File: src/rtl/commit_unit.sv
`default_nettype none
// ============================================================================
// Module      : commit_unit
// Description : In-order commit stage. Buffers out-of-order completions in a
//               sequence-number-indexed ROB and retires one per cycle in order.
// Revision    : 1.0 - initial release
// ============================================================================
module commit_unit #(
    parameter int p_seq_num_bits   = 5,
    parameter int p_phys_addr_bits = 6
) (
    input  logic                        clk,
    input  logic                        rst,

    input  logic                        complete_val,
    input  logic [p_seq_num_bits-1:0]   complete_seq_num,
    input  logic [4:0]                  complete_waddr,
    input  logic [p_phys_addr_bits-1:0] complete_preg,
    input  logic [p_phys_addr_bits-1:0] complete_ppreg,
    input  logic                        complete_wen,

    output logic                        commit_val,
    output logic [p_seq_num_bits-1:0]   commit_seq_num,
    output logic [4:0]                  commit_waddr,
    output logic [p_phys_addr_bits-1:0] commit_preg,
    output logic [p_phys_addr_bits-1:0] commit_ppreg,
    output logic                        commit_wen,

    output logic [p_seq_num_bits:0]     occupancy,
    output logic                        err
);

    localparam int                        C_DEPTH    = 1 << p_seq_num_bits;
    localparam logic [p_seq_num_bits-1:0] C_HEAD_ONE = 1;
    localparam logic [p_seq_num_bits:0]   C_OCC_ONE  = 1;

    logic [C_DEPTH-1:0]          r_valid;
    logic [4:0]                  r_waddr [C_DEPTH];
    logic [p_phys_addr_bits-1:0] r_preg  [C_DEPTH];
    logic [p_phys_addr_bits-1:0] r_ppreg [C_DEPTH];
    logic                        r_wen   [C_DEPTH];

    logic [p_seq_num_bits-1:0]   r_head;
    logic [p_seq_num_bits:0]     r_occ;
    logic                        r_err;

    logic                        w_commit;
    logic                        w_dup;
    logic                        w_inc;

    // Commit reads only registered state, so a completion to head lands a cycle later.
    assign w_commit = r_valid[r_head];
    assign w_dup    = complete_val && r_valid[complete_seq_num];
    assign w_inc    = complete_val && !r_valid[complete_seq_num];

    assign commit_val     = w_commit;
    assign commit_seq_num = r_head;
    assign commit_waddr   = r_waddr[r_head];
    assign commit_preg    = r_preg[r_head];
    assign commit_ppreg   = r_ppreg[r_head];
    assign commit_wen     = r_wen[r_head];
    assign occupancy      = r_occ;
    assign err            = r_err;

    always_ff @(posedge clk) begin
        if (rst) begin
            r_valid <= '0;
            r_head  <= '0;
            r_occ   <= '0;
            r_err   <= 1'b0;
        end else begin
            if (w_commit) begin
                r_valid[r_head] <= 1'b0;
                r_head          <= r_head + C_HEAD_ONE;
            end
            // A completion to the committing slot wins and keeps the entry live.
            if (complete_val) begin
                r_valid[complete_seq_num] <= 1'b1;
            end
            if (w_dup) begin
                r_err <= 1'b1;
            end
            case ({w_inc, w_commit})
                2'b10:   r_occ <= r_occ + C_OCC_ONE;
                2'b01:   r_occ <= r_occ - C_OCC_ONE;
                default: r_occ <= r_occ;
            endcase
        end
    end

    // Payload storage needs no reset; it is only observed behind a valid bit.
    always_ff @(posedge clk) begin
        if (!rst && complete_val) begin
            r_waddr[complete_seq_num] <= complete_waddr;
            r_preg[complete_seq_num]  <= complete_preg;
            r_ppreg[complete_seq_num] <= complete_ppreg;
            r_wen[complete_seq_num]   <= complete_wen;
        end
    end

endmodule
`default_nettype wire

File: config.mk
export PLATFORM = sky130hd
export DESIGN_NAME = commit_unit
export DESIGN_NICKNAME = d
export VERILOG_FILES = /design/src/rtl/commit_unit.sv
export SDC_FILE = /design/constraint.sdc
export NUM_CORES = 1
export LEC_CHECK = 0
export CORE_MARGIN = 5
export CORE_UTILIZATION = 55
export DETAILED_ROUTE_END_ITERATION = 8
export PLACE_DENSITY_LB_ADDON = 0.2
export SLEW_MARGIN = 20
export SYNTH_ARGS = -nofsm -noshare
export SYNTH_HDL_FRONTEND = slang
export SYNTH_SLANG_ARGS = --single-unit
File: constraint.sdc
create_clock -name clk -period 9.43 [get_ports clk]
set_input_delay 1.886 -clock clk [delete_from_list [all_inputs] [get_ports clk]]
set_output_delay 1.886 -clock clk [all_outputs]
set_load 0.005 [all_outputs]
Word-level counts from Yosys, hierarchy flattened
Memories as Yosys holds them, arrays and structs flattened. A register that Yosys moved wholly into a read port is not among the register bits.
Cells that the tools add are included.

storage, ports and cells
  output and inout port bits = 31
  input bits = 26
  logic and storage cells = 50
  flip-flop bits (word level) = 44
  RAM bits = 576
  memories = 4

operators by class
  equal/unequal tests = 2
  muxes and demuxes = 22
  bitwise gates (word level) = 3
  $add $sub $neg = 3
  reductions and logical operators = 8
  magnitude comparators = 4

memory list
  name     depth  width  rd ports  clocked after memory_dff  wr ports  line  RTL
  r_ppreg  32     6      1         1                         1         40    logic [p_phys_addr_bits-1:0] r_ppreg [C_DEPTH];
  r_preg   32     6      1         1                         1         39    logic [p_phys_addr_bits-1:0] r_preg [C_DEPTH];
  r_waddr  32     5      1         1                         1         38    logic [4:0] r_waddr [C_DEPTH];
  r_wen    32     1      1         1                         1         41    logic r_wen [C_DEPTH];

operators with widths
  cell                   number
  $mux W32               3
  $mux W5                8
  $and A32 B32 Y32       1
  $not A32 Y32           1
  $or A32 B32 Y32        1
  $lt A5 B6 Y1 const B   2
  $pmux W6 S2            1
  $bmux W1 S5            2
  $demux W1 S5           2
  $ge A5 B1 Y1 const B   2
  $add A6 B1 Y6 const B  1
  $mux W1                6
  $sub A6 B1 Y6 const B  1
  $add A5 B1 Y5 const B  1
  $logic_and A1 B1 Y1    5
  $eq A2 B1 Y1 const B   1
  $eq A2 B2 Y1 const B   1
  $logic_not A1 Y1       2
  $reduce_bool A2 Y1     1

Logic depth before layout (Yosys ltp)
  depth in word-level cells = 10
  depth in mapped cells = 17
  depth with buffers taken out = 12

Worst setup path after synthesis
No wires, ideal clock.

  path type = input port to flip-flop
  start point = input port complete_seq_num[0]
  end point = register r_occ[4] (netlist: occupancy[4])
  slack = 4.647 ns
  stages = 14
  arrival = 4.651 ns
  path buffers = 2
  library setup time = 0.132 ns
  data required time = 9.298 ns
  path through = buf_2 > mux4_2 > a32oi_1 > nand4_1 > or2_2 > ha_1 > clkbuf_1 > xor2_1 > ha_1 > a21oi_1 > o22ai_1 > a222oi_1 > or3_1 > a21oi_1

on the way
  cells in the longest elaborated chain, start to end = 6
  elaborated cells between the ends (all ways) = 8
  those cells by class = eq/ne (2); mux (3); reduce/logical (3)

ends and longest elaborated chain
  element                                            line  RTL
  start, declared                                    16    input logic [p_seq_num_bits-1:0] complete_seq_num,
  $bmux W1 S5 *                                      54    assign w_inc = complete_val && !r_valid[complete_seq_num];
  $mux W1 (not written as such) *                    54
  $logic_not A1 Y1 *                                 54
  $logic_and A1 B1 Y1 *                              54
  $eq A2 B1 Y1 or $eq A2 B2 Y1 (tied branches)       83    case ({w_inc, w_commit})
  $pmux W6 S2 or $reduce_bool A2 Y1 (tied branches)  --
  end signal, assigned                               84    2'b10: r_occ <= r_occ + C_OCC_ONE;
  end signal, assigned                               85    2'b01: r_occ <= r_occ - C_OCC_ONE;
  end signal, assigned                               86    default: r_occ <= r_occ;
  end, declared                                      44    logic [p_seq_num_bits:0] r_occ;

Mark *: on every way between the ends. The rest lies on a longest branch, timed or not. The select of a mux whose other input is x is not followed.
A chain may end at the register's enable or synchronous reset.

==> flow_summary.json <==
{
  "crit_path_frequent_cell": "mux4_2",
  "combPwrFrac": 0.072,
  "grt-ovfl-total": 0,
  "root_buffer": "clkbuf_16",
  "ctsResizeCount": 0,
  "final_cells": 1903,
  "max_slew_margin": 0.2546,
  "yosys.area_share.adder": 0.003527,
  "hold_path_end": "r_valid[17]",
  "viasPerCell": 6.503,
  "power.net_switching_w": 0.001269,
  "synth_compound_area_frac": 0.03063,
  "cts_tree": "done",
  "firstDrtPassIters": 5,
  "synth_xor_area_frac": 0.001763,
  "synth_top_family_by_area": "multiplexers",
  "max_clock_freq_mhz": 164.4,
  "grt_max_degree": 61,
  "slew_violations": 0,
  "ys_warn_count": 0,
  "worst_hold_path_type": "reg -> reg",
  "grt_pass1_vias": 12465,
  "ff_latch_area_um2": 18290,
  "drive_above_1_share": 0.2985,
  "dp_cells": 1789,
  "arrival_ns": 4.20,
  "gp_routability_congestion": 0.8145,
  "die_area_um2": 49500,
  "crit_path_max_incr_delay_ns": 0.81,
  "hpwlAfterDp_um": 31770,
  "setup_tns_ns": 0,
  "grt_use_total": 0.2366,
  "yosys.area_share.simple": 0.02373,
  "num_rows": 77,
  "p_seq_frac": 0.513,
  "synth_nets": 1207,
  "outcome": "complete, no violations",
  "synth-seq-cells": 625,
  "switching_share": 0.2105,
  "syn-instance-count": 1174,
  "synth-seq-area-share": 0.7360,
  "tightest_slew_ns": 1.115,
  "numCtsBuffers": 61,
  "antenna_found_initial": 1,
  "wl_um": 58180,
  "min_path_cells": 1,
  "insertion_delay_ns": 0.61,
  "wl_per_cell_um": 30.57,
  "drtIter0Drc": 1576,
  "cts_hold_buf": 0,
  "fp.dieH_um": 222.5,
  "drc_errors": 0,
  "syn_avg_cell_area_um2": 21.15,
  "grt_pass1_wl_um": 85620,
  "rr_startpoint": "commit_seq_num[1]",
  "cts_setup_buffers": 0,
  "maxCapViolations": 0,
  "critical_path_class": "reg -> out",
  "crit_required_ns": 7.54,
  "clk_pin_slew_worst_paths_ns": 0.06,
  "synth_edf_count": 576,
  "intPower_w": 0.004758,
  "reg2reg_to": "occupancy[4]",
  "h-tree-depth": 2,
  "hold_viol": 0,
  "r2r_cells": 13,
  "syn_to_final_growth_pct": 13.72,
  "numClockSinks": 625,
  "vias": 12375,
  "ioPinCount": 57,
  "p_leak_nw": 8.574,
  "io_buffers": 56,
  "core_area_um2": 44410,
  "initial_core_util": 0.5591,
  "die_x_um": 222.5,
  "synthesis.area_um2": 24830,
  "setup_viol": 0,
  "cpMaxStageDelayCell": "dfxtp_4",
  "muxShareOfSynthArea": 0.1873,
  "peakVddDrop_mv": 0.1526,
  "layout_min_cycle_time_ns": 6.082,
  "r2r_slack_ns": 5.17,
  "powerDensity_nw_per_um2": 213.4,
  "ant_nets": 0,
  "finClkSkew_ns": 0.007493,
  "min-delay-start": "r_valid[17]",
  "clockPowerShare": 0.415,
  "ys_types": 51,
  "synth_flop_cell": "edfxtp_1",
  "multiInputGateArea_um2": 6212,
  "start_kind": "flip-flop",
  "path_cells": "buf_4, mux4_2, mux4_2, mux2_2, clkdlybuf4s50_1",
  "fin_nets": 1293,
  "path_max_fanout": 43,
  "ys_async_sr_fraction": 0,
  "final.period_utilization": 0.6449,
  "rsz0062_at_grt": "false",
  "clockBufferDepth": 3,
  "nFillCells": 2998,
  "cp-end-kind": "output port"
}
[logic make-up (layout without fill, tap and decap cells)]
kind of cell	after synthesis	count (layout)
XOR/XNOR	5	5
AO/OA/AOI/OAI	101	101
flip-flops	625	625
buffers and inverters	89	225
multiplexers	224	224
adder cells (fa/ha/maj)	7	7
other	0	1
AND/OR/NAND/NOR	123	123
[how the worst max path moves through the flow]
stage / to / slack, ns / depth (start not counted)
4_1_cts: commit_ppreg[0] / 3.22 / 5
6_report: commit_preg[4] / 3.35 / 5
3_3_place_gp: occupancy[4] / 3.65 / 13
2_1_floorplan: occupancy[4] / 4.65 / 14
3_5_place_dp: occupancy[4] / 3.63 / 13
5_1_grt: commit_preg[4] / 3.07 / 5
[through the flow]
| stage | power (W) | instance area, µm² | util | hold WS (ns) | setup WS (ns) |
|---|---|---|---|---|---|
| 2_1_floorplan | 0.003448 | 24830 | - | 0.4599 | 4.647 |
| 3_3_place_gp | 0.003584 | 26170 | 0.5893 | 0.4822 | 3.655 |
| 3_5_place_dp | 0.003589 | 26170 | 0.5893 | 0.4884 | 3.631 |
| 4_1_cts | 0.006073 | 28250 | 0.6362 | 0.5042 | 3.219 |
| 5_1_grt | 0.006237 | 28240 | 0.6359 | 0.5359 | 3.068 |
| 6_report | 0.006027 | 28240 | 0.6359 | 0.5018 | 3.348 |
[cell usage after synthesis (all sizes together) (3+ instances only)]
cell	n	area (µm²)
a21oi	16	80.08
o21ai	4	20.02
a21o	28	210.2
inv	14	52.55
nor2	44	165.2
ha	7	87.58
and3b	3	26.28
or3	6	37.54
a32oi	4	35.03
mux4	190	4279
xor2	4	35.03
a31o	26	227.7
dfxtp	49	980.9
nand2	35	131.4
mux2i	9	90.09
buf	39	236.5
a222oi	3	30.03
nor2b	5	31.28
nor3b	4	30.03
mux2	25	281.5
nand3	6	30.03
nand3b	3	22.52
clkbuf	36	135.1
nand2b	4	25.02
edfxtp	576	17300
a31oi	6	37.54
nor3	3	15.01
or3b	3	26.28
[power by group through the flow]
| stage | logic, W | registers, W | clock network (W) |
|---|---|---|---|
| after detailed placement | 0.000440 | 0.00315 | 0 |
| after global placement | 0.000436 | 0.00315 | 0 |
| after global routing | 0.000469 | 0.00309 | 0.00267 |
| after CTS | 0.000443 | 0.00309 | 0.00254 |
| final | 0.000435 | 0.00309 | 0.00250 |
| after floorplan | 0.000329 | 0.00312 | 0 |
[state kept, by name, indices dropped and copies added (netlist names), named ones only]
signal and count:
r_wen 32, r_valid 32, commit_seq_num 5, err 1, r_waddr 160, occupancy 6, r_ppreg 192, r_preg 192
[cell usage in the layout (no fill, tap or decap), drive strengths merged, types with 4 or more instances in the layout]
cell type | Yosys | final
nand2b | 4 | 4
clkinvlp | 0 | 5
a21oi | 16 | 16
xor2 | 4 | 4
dfxtp | 49 | 49
a31oi | 6 | 6
mux2i | 9 | 9
buf | 39 | 45
clkinv | 0 | 27
edfxtp | 576 | 576
a21o | 28 | 28
a32oi | 4 | 4
clkbuf | 36 | 69
mux2 | 25 | 25
a31o | 26 | 26
clkdlybuf4s50 | 0 | 53
nor2 | 44 | 44
nor3b | 4 | 4
inv | 14 | 17
o21ai | 4 | 4
or3 | 6 | 6
bufinv | 0 | 9
nor2b | 5 | 5
nand2 | 35 | 35
nand3 | 6 | 6
ha | 7 | 7
mux4 | 190 | 190
[per-layer routing]
layer,up-vias,routed length [µm],GRT usage
met3,93,5073,0.04619
met2,572,27870,0.3693
met5,-,0,0
met1,6626,23970,0.3545
met4,0,1272,0.05613
li1,5084,-,-
[layout make-up]
| class | instances | share of cell area |
|---|---|---|
| Antenna cell | 1 | 0.00008861 |
| Clock buffer | 69 | 0.05728 |
| Sequential cell | 625 | 0.6477 |
| Timing Repair Buffer | 98 | 0.03048 |
| Inverter | 14 | 0.001861 |
| Multi-Input combinational cell | 460 | 0.2200 |
| Tap cell | 592 | 0.02623 |
| Clock inverter | 44 | 0.01644 |
[worst max-delay path, delay by kind of cell (launching register included)]
family / cells / cell delay, ns
buf+inv: 2 / 1.24
mux: 3 / 1.44
flops: 1 / 0.81
Note: power is estimated with default switching activity, not from simulation.
